### src/rtl/fifologic_pkg.sv
// ============================================================================
// Module   : fifologic_pkg
// Purpose  : Shared state encoding, output patterns and default pulse widths
//            for the fifo_logic_gated USB FIFO bridge controller.
// Revision : 1.0 - initial release
// ============================================================================
`default_nettype none

package fifologic_pkg;

    localparam int c_CNT_W         = 8;
    localparam int c_RD_PULSE_DEF  = 2;
    localparam int c_WR_PULSE_DEF  = 2;
    localparam int c_FETCH_DEF     = 1;
    localparam int c_RECOV_DEF     = 2;

    typedef enum logic [2:0] {
        ST_IDLE     = 3'd0,
        ST_R_STROBE = 3'd1,
        ST_R_WRITE  = 3'd2,
        ST_W_FETCH  = 3'd3,
        ST_W_STROBE = 3'd4,
        ST_W_HOLD   = 3'd5,
        ST_RECOVER  = 3'd6
    } state_t;

    typedef struct packed {
        logic rd;
        logic wr;
        logic wa;
        logic rb;
        logic d1;
        logic d2;
    } out_t;

    // Output pattern driven while in each state (fields: rd wr wa rb d1 d2)
    localparam out_t c_IDLE_OUT    = '{rd: 1'b1, wr: 1'b0, wa: 1'b1, rb: 1'b1, d1: 1'b0, d2: 1'b0};
    localparam out_t c_RSTROBE_OUT = '{rd: 1'b0, wr: 1'b0, wa: 1'b1, rb: 1'b1, d1: 1'b0, d2: 1'b1};
    localparam out_t c_RWRITE_OUT  = '{rd: 1'b0, wr: 1'b0, wa: 1'b0, rb: 1'b1, d1: 1'b0, d2: 1'b1};
    localparam out_t c_WFETCH_OUT  = '{rd: 1'b1, wr: 1'b0, wa: 1'b1, rb: 1'b0, d1: 1'b1, d2: 1'b0};
    localparam out_t c_WSTROBE_OUT = '{rd: 1'b1, wr: 1'b1, wa: 1'b1, rb: 1'b1, d1: 1'b1, d2: 1'b0};
    localparam out_t c_WHOLD_OUT   = '{rd: 1'b1, wr: 1'b0, wa: 1'b1, rb: 1'b1, d1: 1'b1, d2: 1'b0};

endpackage

`default_nettype wire

### src/rtl/fifo_logic_gated_flag_sync.sv
// ============================================================================
// Module   : flag_sync
// Purpose  : 2-flop synchronizer with a configurable reset value. Only
//            compiled when FIFOLOGIC_FLAG_SYNC_EN is defined.
// Revision : 1.0 - initial release
// ============================================================================
`default_nettype none

`ifdef FIFOLOGIC_FLAG_SYNC_EN
module flag_sync #(
    parameter logic RST_VAL = 1'b0
) (
    input  logic clk,
    input  logic rst,
    input  logic d,
    output logic q
);

    logic r_meta;
    logic r_sync;

    always_ff @(posedge clk) begin
        if (rst) begin
            r_meta <= RST_VAL;
            r_sync <= RST_VAL;
        end else begin
            r_meta <= d;
            r_sync <= r_meta;
        end
    end

    assign q = r_sync;

endmodule
`endif

`default_nettype wire

### src/rtl/fifo_logic_gated.sv
// ============================================================================
// Module   : fifo_logic_gated
// Purpose  : Strobe/bus-enable FSM bridging an FT2232H async FIFO to FIFO A
//            (USB->host) and FIFO B (host->USB). Optional flag synchronizers
//            are enabled with the FIFOLOGIC_FLAG_SYNC_EN macro.
// Revision : 1.0 - initial release
// ============================================================================
`default_nettype none

module fifo_logic_gated
    import fifologic_pkg::*;
#(
    parameter int RD_PULSE = c_RD_PULSE_DEF,
    parameter int WR_PULSE = c_WR_PULSE_DEF,
    parameter int FETCH    = c_FETCH_DEF,
    parameter int RECOV    = c_RECOV_DEF
) (
    input  logic clk,
    input  logic rst,
    input  logic RXF,
    input  logic TXE,
    input  logic FFA,
    input  logic EFB,
    output logic RD,
    output logic WR,
    output logic WA,
    output logic RB,
    output logic D1,
    output logic D2
);

    localparam logic [c_CNT_W-1:0] c_RD_LOAD    = c_CNT_W'(RD_PULSE - 1);
    localparam logic [c_CNT_W-1:0] c_WR_LOAD    = c_CNT_W'(WR_PULSE - 1);
    localparam logic [c_CNT_W-1:0] c_FETCH_LOAD = c_CNT_W'(FETCH - 1);
    localparam logic [c_CNT_W-1:0] c_RECOV_LOAD = c_CNT_W'(RECOV - 1);

    logic w_rxf;
    logic w_txe;
    logic w_ffa;
    logic w_efb;

`ifdef FIFOLOGIC_FLAG_SYNC_EN
    // Reset values present "no request" to the FSM until real flags arrive
    flag_sync #(.RST_VAL(1'b1)) u_sync_rxf (.clk(clk), .rst(rst), .d(RXF), .q(w_rxf));
    flag_sync #(.RST_VAL(1'b1)) u_sync_txe (.clk(clk), .rst(rst), .d(TXE), .q(w_txe));
    flag_sync #(.RST_VAL(1'b0)) u_sync_ffa (.clk(clk), .rst(rst), .d(FFA), .q(w_ffa));
    flag_sync #(.RST_VAL(1'b0)) u_sync_efb (.clk(clk), .rst(rst), .d(EFB), .q(w_efb));
`else
    assign w_rxf = RXF;
    assign w_txe = TXE;
    assign w_ffa = FFA;
    assign w_efb = EFB;
`endif

    state_t               r_state;
    out_t                 r_out;
    logic [c_CNT_W-1:0]   r_cnt;
    logic                 r_prefer_read;

    logic w_rd_req;
    logic w_wr_req;
    logic w_pick_read;

    assign w_rd_req    = !w_rxf && w_ffa;
    assign w_wr_req    = !w_txe && w_efb;
    // Round-robin: on contention the pointer decides; a lone request always wins
    assign w_pick_read = w_rd_req && (!w_wr_req || r_prefer_read);

    always_ff @(posedge clk) begin
        if (rst) begin
            r_state       <= ST_IDLE;
            r_out         <= c_IDLE_OUT;
            r_cnt         <= '0;
            r_prefer_read <= 1'b1;
        end else begin
            case (r_state)
                ST_IDLE: begin
                    if (w_pick_read) begin
                        r_state       <= ST_R_STROBE;
                        r_out         <= c_RSTROBE_OUT;
                        r_cnt         <= c_RD_LOAD;
                        r_prefer_read <= 1'b0;
                    end else if (w_wr_req) begin
                        r_state       <= ST_W_FETCH;
                        r_out         <= c_WFETCH_OUT;
                        r_cnt         <= c_FETCH_LOAD;
                        r_prefer_read <= 1'b1;
                    end
                end
                ST_R_STROBE: begin
                    if (r_cnt == '0) begin
                        r_state <= ST_R_WRITE;
                        r_out   <= c_RWRITE_OUT;
                    end else begin
                        r_cnt <= r_cnt - 1'b1;
                    end
                end
                ST_R_WRITE: begin
                    r_state <= ST_RECOVER;
                    r_out   <= c_IDLE_OUT;
                    r_cnt   <= c_RECOV_LOAD;
                end
                ST_W_FETCH: begin
                    if (r_cnt == '0) begin
                        r_state <= ST_W_STROBE;
                        r_out   <= c_WSTROBE_OUT;
                        r_cnt   <= c_WR_LOAD;
                    end else begin
                        r_cnt <= r_cnt - 1'b1;
                    end
                end
                ST_W_STROBE: begin
                    if (r_cnt == '0) begin
                        r_state <= ST_W_HOLD;
                        r_out   <= c_WHOLD_OUT;
                    end else begin
                        r_cnt <= r_cnt - 1'b1;
                    end
                end
                ST_W_HOLD: begin
                    r_state <= ST_RECOVER;
                    r_out   <= c_IDLE_OUT;
                    r_cnt   <= c_RECOV_LOAD;
                end
                ST_RECOVER: begin
                    if (r_cnt == '0) begin
                        r_state <= ST_IDLE;
                    end else begin
                        r_cnt <= r_cnt - 1'b1;
                    end
                end
                default: begin
                    r_state <= ST_IDLE;
                    r_out   <= c_IDLE_OUT;
                end
            endcase
        end
    end

    assign RD = r_out.rd;
    assign WR = r_out.wr;
    assign WA = r_out.wa;
    assign RB = r_out.rb;
    assign D1 = r_out.d1;
    assign D2 = r_out.d2;

endmodule

`default_nettype wire

### config.mk
export PLATFORM = sky130hd
export DESIGN_NAME = fifo_logic_gated
export DESIGN_NICKNAME = d
export VERILOG_FILES = /design/src/rtl/fifologic_pkg.sv /design/src/rtl/fifo_logic_gated_flag_sync.sv /design/src/rtl/fifo_logic_gated.sv
export SDC_FILE = /design/constraint.sdc
export NUM_CORES = 1
export LEC_CHECK = 0
export CORE_MARGIN = 3
export CORE_UTILIZATION = 38
export CTS_CLUSTER_DIAMETER = 30
export DETAILED_ROUTE_END_ITERATION = 8
export PLACE_DENSITY = 0.6
export SLEW_MARGIN = 0
export SYNTH_ARGS = -nofsm -noshare
export SYNTH_HDL_FRONTEND = slang
export SYNTH_SLANG_ARGS = --single-unit
### constraint.sdc
create_clock -name clk -period 2.8 [get_ports clk]
set_clock_uncertainty 0.15 [all_clocks]
set_input_delay 0.28 -clock clk [delete_from_list [all_inputs] [get_ports clk]]
set_output_delay 0.28 -clock clk [all_outputs]
set_load 0.03 [all_outputs]
**Word level (Yosys, flattened, before mapping)**

Cells that the tools add are included.

- Word-level logic and storage cells: 60
- Bits of input ports: 6
- Flip-flop bits (word level): 18

- Add/subtract/negate cells: 1
- Bitwise gates (word level): 1
- Equal/unequal tests: 12
- Reduce and logical (&&, ||, !) cells: 17
- Muxes and demuxes: 20

Operators by type and width:

| cell | number |
|---|---|
| 8-bit two-way mux | 4 |
| 8-bit case mux with 4 select lines | 1 |
| 6-bit two-way mux | 5 |
| 6-bit case mux with 5 select lines | 1 |
| 3-bit two-way mux | 6 |
| 3-bit case mux with 6 select lines | 1 |
| 2-bit != test, second input constant | 5 |
| 5-bit AND reduction | 2 |
| 3-bit == test, second input constant | 3 |
| 8-bit logical NOT | 1 |
| 8-bit by 1-bit subtractor with 8-bit output, second input constant | 1 |
| 3-bit by 2-bit == test with 1-bit output, second input constant | 2 |
| 4-bit nonzero test | 1 |
| 3-bit by 1-bit == test with 1-bit output, second input constant | 1 |
| 1-bit logical AND | 3 |
| 1-bit logical NOT | 3 |
| 3-bit logical NOT | 1 |
| 3-bit != test, second input constant | 1 |
| 3-bit AND reduction | 1 |
| 3-bit OR reduction | 1 |
| 1-bit two-way mux | 2 |
| 2-bit AND reduction | 1 |
| 2-bit nonzero test | 1 |
| 2-bit OR reduction | 1 |
| other kinds (2) | 2 |

**Logic depth before layout (Yosys ltp)**

Gate-level depths: netlist of run 1.

- Depth in word-level cells: 7
- Mapped depth: 8
- Mapped depth without buffers: 7

**Worst setup path after synthesis of run 1**

Ideal clock, no wire load.

- Path type: reg-to-reg
- From: reg r_cnt[0]
- To: reg r_cnt[0]
- Library setup time: 0.081 ns
- Data required time: 2.569 ns
- Stages on the path, launching flop included: 9
- Arrival: 1.969 ns
- Setup slack: 0.601 ns
- Period minus slack after synthesis: 2.199 ns
- Cell sequence: dfxtp_1 -> inv_1 -> ha_1 -> or3b_2 -> buf_2 -> or3_1 -> a21oi_1 -> o32ai_1 -> a41oi_1

- Cells in the longest elaborated chain, start to end: 3
- Elaborated cells between the ends (all ways): 7

RTL lines:

| item | RTL line | RTL |
|---|---|---|
| from (decl) | fifo_logic_gated.sv:57 | `logic [c_CNT_W-1:0] r_cnt;` |
| from (signal assigned) | fifo_logic_gated.sv:81 | `r_cnt <= c_RD_LOAD;` |
| from (signal assigned) | fifo_logic_gated.sv:86 | `r_cnt <= c_FETCH_LOAD;` |
| from (signal assigned) | fifo_logic_gated.sv:95 | `r_cnt <= r_cnt - 1'b1;` |
| 8-bit by 1-bit subtractor with 8-bit output / 8-bit logical NOT (equally long branches) | -- |  |
| 8-bit two-way mux (tied with other cells) | fifo_logic_gated.sv:91, fifo_logic_gated.sv:113, fifo_logic_gated.sv:126 |  |
| 8-bit case mux with 4 select lines / 3-bit AND reduction (equally long branches) | -- |  |

Parallel ways exist; a longest one is shown, timed or not. The select of a mux whose other input is x is not followed.
A chain may end at the register's enable or synchronous reset.

**Worst setup path in the final report of run 1**

- From: reg r_cnt[0]
- To: reg r_cnt[7]

Same word-level chain as after synthesis.

==> results.py, run 1 <==
metrics = {
    "outcome": {
        "status": "finished, final reports clean",
    },
    "worst_setup_path": {
        "startpoint_type": "register",
        "crit_type": "register to register",
        "worst-endpoint-arrival_ns": 2.49,
        "worst-r2r-setup-slack_ns": 0.39,
        "crit_required_ns": 2.88,
        "beginning_of_the_worst_register_to_register_path": "r_cnt[0]",
        "regToRegEndpoint": "r_cnt[7]",
        "timing.reg2reg.worst_path_depth": 7,
        "critical_path.max_fanout": 9,
        "end_kind": "register",
    },
    "clock_network": {
        "numCtsBuffers": 3,
        "cts_max_path_buffers": 2,
        "cts_resized": 0,
        "worstSkewPairLatency_ns": 0.30,
        "post-cts-setup-buffer-count": 0,
        "numClockSinks": 18,
        "clkTransAtPathRegs_ns": 0.11,
        "tritoncts": "built",
        "cts_max_level": 1,
        "cts_root_buf": "sky130_fd_sc_hd__clkbuf_4",
        "ctsHoldBuffers": 0,
    },
    "timing": {
        "rsz0062_at_grt": "false",
        "setup_total_negative_slack_ns": 0,
        "final_period_util": 0.862,
        "final-setup-viol-count": 0,
        "maxSlewHeadroom": 0.486,
        "worst_pin_slew_ns": 0.768,
        "finalHoldWorstSlack_ns": 0.340,
        "maximum_clock_frequency_mhz": 414,
        "final_max_slew_viol_count": 0,
        "finalCriticalPeriod_ns": 2.41,
        "endpoints_failing_hold": 0,
    },
    "floorplan": {
        "dieWidth_um": 60.9,
        "placement_rows": 19,
        "floorplan.initialDensity": 0.408,
        "dieArea_um2": 3710,
        "die_y_um": 60.9,
        "io_pins": 12,
        "floorplan.core_area_um2": 2810,
    },
    "route": {
        "viasPerCell": 5.94,
        "firstDrtPassIters": 4,
        "antenna_left": 0,
        "postRouteWirelength_um": 2710,
        "first_iter_violations": 39,
        "avgRoutedWirePerCell_um": 14.3,
        "remaining_drc_errors": 0,
        "via_count": 1123,
    },
    "synth": {
        "synthXorXnorAreaFrac": 0.0230,
        "synth-simple-area-share": 0.296,
        "synth_edf_count": 0,
        "syn_inst": 149,
        "async_reset_ff_frac": 0,
        "synth_area_in_compound_gates": 0.283,
        "postSynthRegisterBits": 18,
        "average_footprint_of_a_synthesized_cell_um2": 7.68,
        "synth-main-ff-cell": "sky130_fd_sc_hd__dfxtp_1",
        "yosysUniqueCellTypes": 47,
        "largest_family_of_logic_cells_by_synthesized_area": "simple AND/OR/NAND/NOR gates",
        "muxShareOfSynthArea": 0,
        "postSynthNetCount": 157,
        "sequential_fraction_of_the_synthesis_area": 0.315,
        "synth_fa_ha_area_frac": 0.0219,
        "syn_area_um2": 1140,
        "synthesis.yosys.warnings": 0,
    },
    "grt": {
        "first_global_vias": 1066,
        "globalRouteTotalUtil": 0.166,
        "grt_antenna_before_repair": 0,
        "grt_max_degree": 23,
        "grt_overflow_total": 0,
        "wire_length_of_the_first_global_routing_pass_um": 4710,
    },
    "min_path": {
        "worst_hold_path.endpoint": "D2",
        "worstHoldPathType": "register to register",
        "min_delay_path_depth": 2,
        "hold_path_startpoint": "D2",
    },
    "placed_design": {
        "post-dp-hpwl_um": 1980,
        "placement.io_buffers": 11,
        "place_congestion": 0.845,
        "dp_cells": 186,
    },
    "layout": {
        "filler_cell_count": 289,
        "syn2layout_area_growth_pct": 13.4,
        "area_of_the_multi_input_gates_um2": 714,
        "final_layout_size_suffix_gt1_frac": 0.0886,
        "layout.cells.non_filler": 189,
        "diodes": 0,
        "fin_nets": 168,
        "area_taken_by_flip_flops_and_latches_um2": 360,
    },
    "job": {
        "number_of_max_cap_violations": 0,
    },
}
-- sequential cells by signal (all words and copies together), names as in the netlist --
signal	cells
D2	1
WA	1
r_state	3
WR	1
RB	1
RD	1
r_prefer_read	1
D1	1
r_cnt	8
-- layout by cell type (no fill, tap or decap), types with 2 or more instances in the layout --
master / n
sky130_fd_sc_hd__o211ai_1: 3
sky130_fd_sc_hd__clkdlybuf4s50_1: 11
sky130_fd_sc_hd__o31ai_1: 2
sky130_fd_sc_hd__o21ai_1: 5
sky130_fd_sc_hd__ha_1: 2
sky130_fd_sc_hd__o21ai_0: 6
sky130_fd_sc_hd__or3_1: 2
sky130_fd_sc_hd__xnor2_1: 2
sky130_fd_sc_hd__nand2_1: 13
sky130_fd_sc_hd__buf_4: 3
sky130_fd_sc_hd__nor4_1: 4
sky130_fd_sc_hd__nor3_1: 4
sky130_fd_sc_hd__nand2b_1: 6
sky130_fd_sc_hd__clkbuf_4: 3
sky130_fd_sc_hd__nand3_1: 4
sky130_fd_sc_hd__inv_1: 8
sky130_fd_sc_hd__a31oi_1: 2
sky130_fd_sc_hd__dfxtp_1: 18
sky130_fd_sc_hd__a21oi_1: 11
sky130_fd_sc_hd__nor2_1: 18
sky130_fd_sc_hd__a21o_1: 2
sky130_fd_sc_hd__nor2b_1: 4
sky130_fd_sc_hd__or4_1: 2
-- worst max path at each step --
stage / startpoint / end / slack, ns
CTS: r_cnt[0] / r_cnt[7] / 0.39
detailed placement: r_cnt[0] / r_cnt[7] / 0.43
global route: r_cnt[0] / r_cnt[7] / 0.22
global placement: EFB / RD / 0.48
finish: r_cnt[0] / r_cnt[7] / 0.39
floorplan: r_cnt[0] / r_cnt[0] / 0.60
-- layer usage --
layer	GRT usage	routed length, um	up-vias
li1	-	-	561
met1	0.231	1260	525
met2	0.263	1270	33
met3	0.0213	151	4
met4	0.0557	26	0
met5	0	0	-
-- per-stage QoR --
step	setup WS, ns	area [um^2]	util
after floorplan	0.601	1140	-
after global placement	0.480	1280	0.455
after detailed placement	0.433	1280	0.455
after CTS	0.389	1300	0.463
after global routing	0.218	1300	0.463
final	0.386	1300	0.463
-- cells by family after synthesis --
family	count (synthesis)
AOI/OAI and AO/OA	45
xor gates and xnor gates	3
adders and majority gates	2
buffers and inverters	16
DFF	18
and+or+nand+nor	65
-- worst max-delay path, stage by stage, from the launching register on --
cell,delay [ns]
sky130_fd_sc_hd__dfxtp_1,0.38
sky130_fd_sc_hd__inv_1,0.12
sky130_fd_sc_hd__ha_1,0.17
sky130_fd_sc_hd__or3b_2,0.57
sky130_fd_sc_hd__or3_1,0.41
sky130_fd_sc_hd__a31oi_4,0.29
sky130_fd_sc_hd__o21ai_1,0.09
sky130_fd_sc_hd__a21oi_1,0.15
-- synth_stat cells (2+ instances only) --
master,n,area [um^2]
sky130_fd_sc_hd__o21ai_1,5,25.0
sky130_fd_sc_hd__o211ai_1,3,22.5
sky130_fd_sc_hd__a21o_1,2,15.0
sky130_fd_sc_hd__xnor2_1,2,17.5
sky130_fd_sc_hd__inv_1,8,30.0
sky130_fd_sc_hd__nor2_1,18,67.6
sky130_fd_sc_hd__a21oi_1,11,55.1
sky130_fd_sc_hd__clkbuf_1,4,15.0
sky130_fd_sc_hd__dfxtp_1,18,360
sky130_fd_sc_hd__or4_1,2,15.0
sky130_fd_sc_hd__or3_1,2,12.5
sky130_fd_sc_hd__o31ai_1,2,15.0
sky130_fd_sc_hd__buf_2,2,10.0
sky130_fd_sc_hd__nor4_1,4,25.0
sky130_fd_sc_hd__nand2_1,13,48.8
sky130_fd_sc_hd__a31oi_1,2,12.5
sky130_fd_sc_hd__ha_1,2,25.0
sky130_fd_sc_hd__o21ai_0,6,30.0
sky130_fd_sc_hd__nand3_1,4,20.0
sky130_fd_sc_hd__nor3_1,4,20.0
sky130_fd_sc_hd__nor2b_1,4,25.0
sky130_fd_sc_hd__nand2b_1,6,37.5
-- final cells by class --
type	instances	share of cell area
multi-input combinational	115	0.550
sequential	18	0.277
timing repair buffer	14	0.102
tap	31	0.0299
inverter	8	0.0231
clock buffer	3	0.0173
Power of run 1 is not shown: default switching activity piles up to over one toggle a cycle in this logic, so the estimate is an artifact.
==> run 2, diff against run 1 <==
CAP_MARGIN = 10   (was unset)
DONT_BUFFER_PORTS = 1   (was unset)
PLACE_DENSITY = 0.55   (was 0.6)
==> results.py, run 2 (same netlist as run 1, synthesis figures left out) <==
metrics = {
    "outcome": {
        "status": "finished, final reports clean",
    },
    "placed_design": {
        "post-dp-hpwl_um": 1880,
        "detailed_place.area_um2": 1150,
        "place_congestion": 0.877,
        "dp_cells": 173,
        "placement.io_buffers": 0,
    },
    "timing": {
        "finalCriticalPeriod_ns": 2.45,
        "rsz0062_at_grt": "false",
        "final_period_util": 0.876,
        "worst_pin_slew_ns": 0.725,
        "endpoints_failing_hold": 0,
        "setup_total_negative_slack_ns": 0,
        "final_max_slew_viol_count": 0,
        "final-setup-viol-count": 0,
        "maximum_clock_frequency_mhz": 408,
        "maxSlewHeadroom": 0.515,
        "finalHoldWorstSlack_ns": 0.0166,
    },
    "grt": {
        "grt_overflow_total": 0,
        "grt_antenna_before_repair": 0,
        "first_global_vias": 995,
        "wire_length_of_the_first_global_routing_pass_um": 4500,
        "globalRouteTotalUtil": 0.160,
        "grt_max_degree": 21,
    },
    "floorplan": {
        "floorplan.initialDensity": 0.408,
        "placement_rows": 19,
        "io_pins": 12,
        "floorplan.core_area_um2": 2810,
        "die_y_um": 60.9,
        "dieArea_um2": 3710,
        "dieWidth_um": 60.9,
    },
    "route": {
        "met3_length_um": 118,
        "first_iter_violations": 61,
        "via_count": 1057,
        "remaining_drc_errors": 0,
        "antenna_left": 0,
        "route.met2.wl_um": 1150,
        "avgRoutedWirePerCell_um": 14.6,
        "firstDrtPassIters": 4,
        "met1Wirelength_um": 1300,
        "postRouteWirelength_um": 2600,
        "top_layer_used": "met4",
        "viasPerCell": 5.94,
    },
    "worst_setup_path": {
        "startpoint_type": "register",
        "crit_required_ns": 2.80,
        "end_kind": "register",
        "critical_path.max_fanout": 9,
        "crit_type": "register to register",
        "worst-endpoint-arrival_ns": 2.46,
    },
    "clock_network": {
        "cts_root_buf": "sky130_fd_sc_hd__clkbuf_4",
        "clkTransAtPathRegs_ns": 0.11,
        "numCtsBuffers": 3,
        "cts_max_path_buffers": 2,
        "cts_resized": 0,
        "worstSkewPairLatency_ns": 0.30,
        "numClockSinks": 18,
        "cts_max_level": 1,
        "tritoncts": "built",
    },
    "min_path": {
        "worstHoldPathType": "primary input to register",
    },
    "layout": {
        "syn2layout_area_growth_pct": 4.59,
        "top_register": "r_cnt",
        "layout.cells.non_filler": 178,
        "max_ffs_per_register": 8,
        "final_cell_area_um2": 1200,
        "filler_cell_count": 292,
        "fin_nets": 156,
        "final_layout_size_suffix_gt1_frac": 0.0884,
        "diodes": 0,
        "largest_registers": "r_cnt: 8 flops, r_state: 3 flops",
        "layout.cells.most_common_list": "18 x sky130_fd_sc_hd__dfxtp_1, 18 x sky130_fd_sc_hd__nor2_1, 13 x sky130_fd_sc_hd__nand2_1",
    },
    "job": {
        "number_of_max_cap_violations": 0,
    },
}
==> run 2: per-stage QoR <==
stage / util / setup WS (ns)
after floorplan: - / 0.601
after global placement: 0.410 / 0.491
after detailed placement: 0.410 / 0.430
after CTS: 0.427 / 0.386
after global routing: 0.427 / 0.166
final: 0.427 / 0.349
==> run 2: worst paths after layout <==
path	endpoint	cells after the start	from	slack [ns]
min reg2reg	r_cnt[5]	2	r_cnt[5]	0.36
min	RB	2	rst	0.02
max	r_cnt[0]	7	r_cnt[0]	0.35
max reg2reg	r_cnt[0]	7	r_cnt[0]	0.35
==> run 2: what timing repair did <==
item                                   CTS  global route
endpoints found under the hold margin   18             0
setup buffers                            0             0
hold buffers                             1             0
==> run 2: layout make-up <==
class	instances	area [um^2]	share of cell area
clock buffer	4	36.3	0.0303
inverter	8	30.0	0.0251
multi-input combinational	115	714	0.597
sequential	18	360	0.301
tap	31	38.8	0.0324
timing repair buffer	2	17.5	0.0146
==> run 2: per-layer routing <==
| layer | vias up | GRT usage |
|---|---|---|
| li1 | 539 | - |
| met3 | 4 | 0.0298 |
| met4 | 0 | 0.0805 |
| met1 | 488 | 0.227 |
| met5 | - | 0 |
| met2 | 26 | 0.231 |
==> run 2: critical path, stage by stage (launching register included) <==
cell	delay (ns)
sky130_fd_sc_hd__dfxtp_1	0.38
sky130_fd_sc_hd__inv_1	0.12
sky130_fd_sc_hd__ha_1	0.19
sky130_fd_sc_hd__or3b_2	0.56
sky130_fd_sc_hd__nor2_1	0.40
sky130_fd_sc_hd__nor2_1	0.10
sky130_fd_sc_hd__o32ai_1	0.27
sky130_fd_sc_hd__a41oi_1	0.14
Power of run 2 is left out for the same reason.
==> variant: new RTL, settings of run 1 <==
Set the package constant `c_CNT_W` to 10 (it was 8).
--- a/src/rtl/fifologic_pkg.sv
+++ b/src/rtl/fifologic_pkg.sv
@@ -8,7 +8,7 @@
 
 package fifologic_pkg;
 
-    localparam int c_CNT_W         = 8;
+    localparam int c_CNT_W         = 10;
     localparam int c_RD_PULSE_DEF  = 2;
     localparam int c_WR_PULSE_DEF  = 2;
     localparam int c_FETCH_DEF     = 1;
Formal check against the unedited RTL: no difference found for any inputs over 10 cycles, from zero or initial values and one cycle with rst high; that may be too few to reach the edited logic, so the function may still have changed.
==> variant against run 1 <==
- synthesized area up 11%
- highest routed layer unchanged
- fmax down 2.7%
- sequential cell count up 2
- via count up 9.0%
- critical endpoint is now r_cnt[9]$_SDFFE_PP0P_
- worst setup slack worse by 0.066 ns
- wire length up 12%
- design area up 11%
- count of clock-buffer cells in the layout up 1
==> variant: results (changes against run 1) <==
[logic_synthesis]
yosys-mux-area-fraction=0.01573  ; +0.01573
ys_seq_area_frac=0.3147  ; about the same
synth_area_leaders=dfxtp_1 31%, a21oi_1 7.9%, nand2b_1 4.4%, o21ai_0 3.1%, nor2_1 2.9%
synth_cell_types=50  ; +6.4%
syn_nets=164  ; +4.5%
synth_xor_area_frac=0  ; -0.02295
synth_fa_ha_area_frac=0.009833  ; -0.01203

[global_route]
grt_pass1_vias=1080  ; +1.3%
grt_pass1_wl_um=5119  ; +8.8%
grt_max_degree=18  ; -22%
track_usage=0.1589  ; -0.006585

[outcome]
outcome=finished, final reports clean

[worst_hold_path]
worstHoldStart=r_cnt[1]$_SDFFE_PP0P_
min_to=r_cnt[1]$_SDFFE_PP0P_

[routing]
drt_iter0_drc=90  ; +130%
via_count=1224  ; +9.0%

[layout]
post-route-cell-area_sq_um=1445  ; +11%
nets=173  ; +3.0%
reg_top3=r_cnt x10, r_state x3
final_layout_size_suffix_gt1_frac=0.1394  ; +0.05079
n_fill_cell=314  ; +8.7%

[place]
gp_congestion=0.8975  ; +6.2%
place_hpwl_um=2200  ; +11%

[critical_path]
rrSetupSlack_ns=0.32  ; -0.07 ns
critPathMaxFanout=17  ; +8
worst_path_max_delay_cell=or4b_1
crit_path_max_incr_delay_ns=0.53  ; -0.04 ns

[timing]
relSlewSlack=0.6671  ; +0.1807
holdWs_ns=0.3286  ; -0.01113 ns

-- variant: area by class of cell --
class | count | area share
flip-flops and latches | 20 | 0.2771
inverters | 7 | 0.01818
clock buffers | 4 | 0.02511
multi-input cells | 119 | 0.5446
well taps | 44 | 0.03810
repair buffers | 15 | 0.09697
-- variant: worst min-delay path: stages (launching register included) --
cell	delay (ns)
dfxtp_1	0.34
nand2_1	0.06
a21oi_1	0.05
-- variant: logic make-up after synthesis --
kind of cell / Yosys count
muxes: 2
and+or+nand+nor: 60
DFF: 20
buffers and inverters: 18
AOI/OAI and AO/OA: 56
adders and majority gates: 1
-- variant: worst max-delay path by stage --
| stage | end | slack [ns] | cells after the start |
|---|---|---|---|
| 2_1_floorplan | r_cnt[9]$_SDFFE_PP0P_ | 0.66 | 8 |
| 3_3_place_gp | r_cnt[9]$_SDFFE_PP0P_ | 0.36 | 6 |
| 3_5_place_dp | r_cnt[9]$_SDFFE_PP0P_ | 0.32 | 6 |
| 4_1_cts | r_cnt[9]$_SDFFE_PP0P_ | 0.31 | 7 |
| 5_1_grt | r_cnt[9]$_SDFFE_PP0P_ | 0.14 | 7 |
| 6_report | r_cnt[9]$_SDFFE_PP0P_ | 0.32 | 7 |
-- variant: metal layers --
| layer | wire (um) | GRT usage | share of wire | vias up |
|---|---|---|---|---|
| li1 | - | - | - | 600 |
| met1 | 1425 | 0.2108 | 0.47 | 580 |
| met2 | 1379 | 0.2387 | 0.45 | 39 |
| met3 | 187 | 0.03515 | 0.061 | 5 |
| met4 | 56 | 0.08356 | 0.018 | 0 |
| met5 | 0 | 0 | 0 | - |
-- variant: report_power, final --
group          internal, mW  switching (mW)  total [mW]
Sequential            0.394           0.119       0.513
Clock                0.0795          0.0920       0.172
Combinational         0.541           0.796        1.34
-- variant: metrics by stage --
stage,instances,worst slack [ns]
floorplan,157,0.6649
global placement,205,0.3602
detailed placement,205,0.3180
CTS,209,0.3131
global route,209,0.1354
finish,209,0.3196
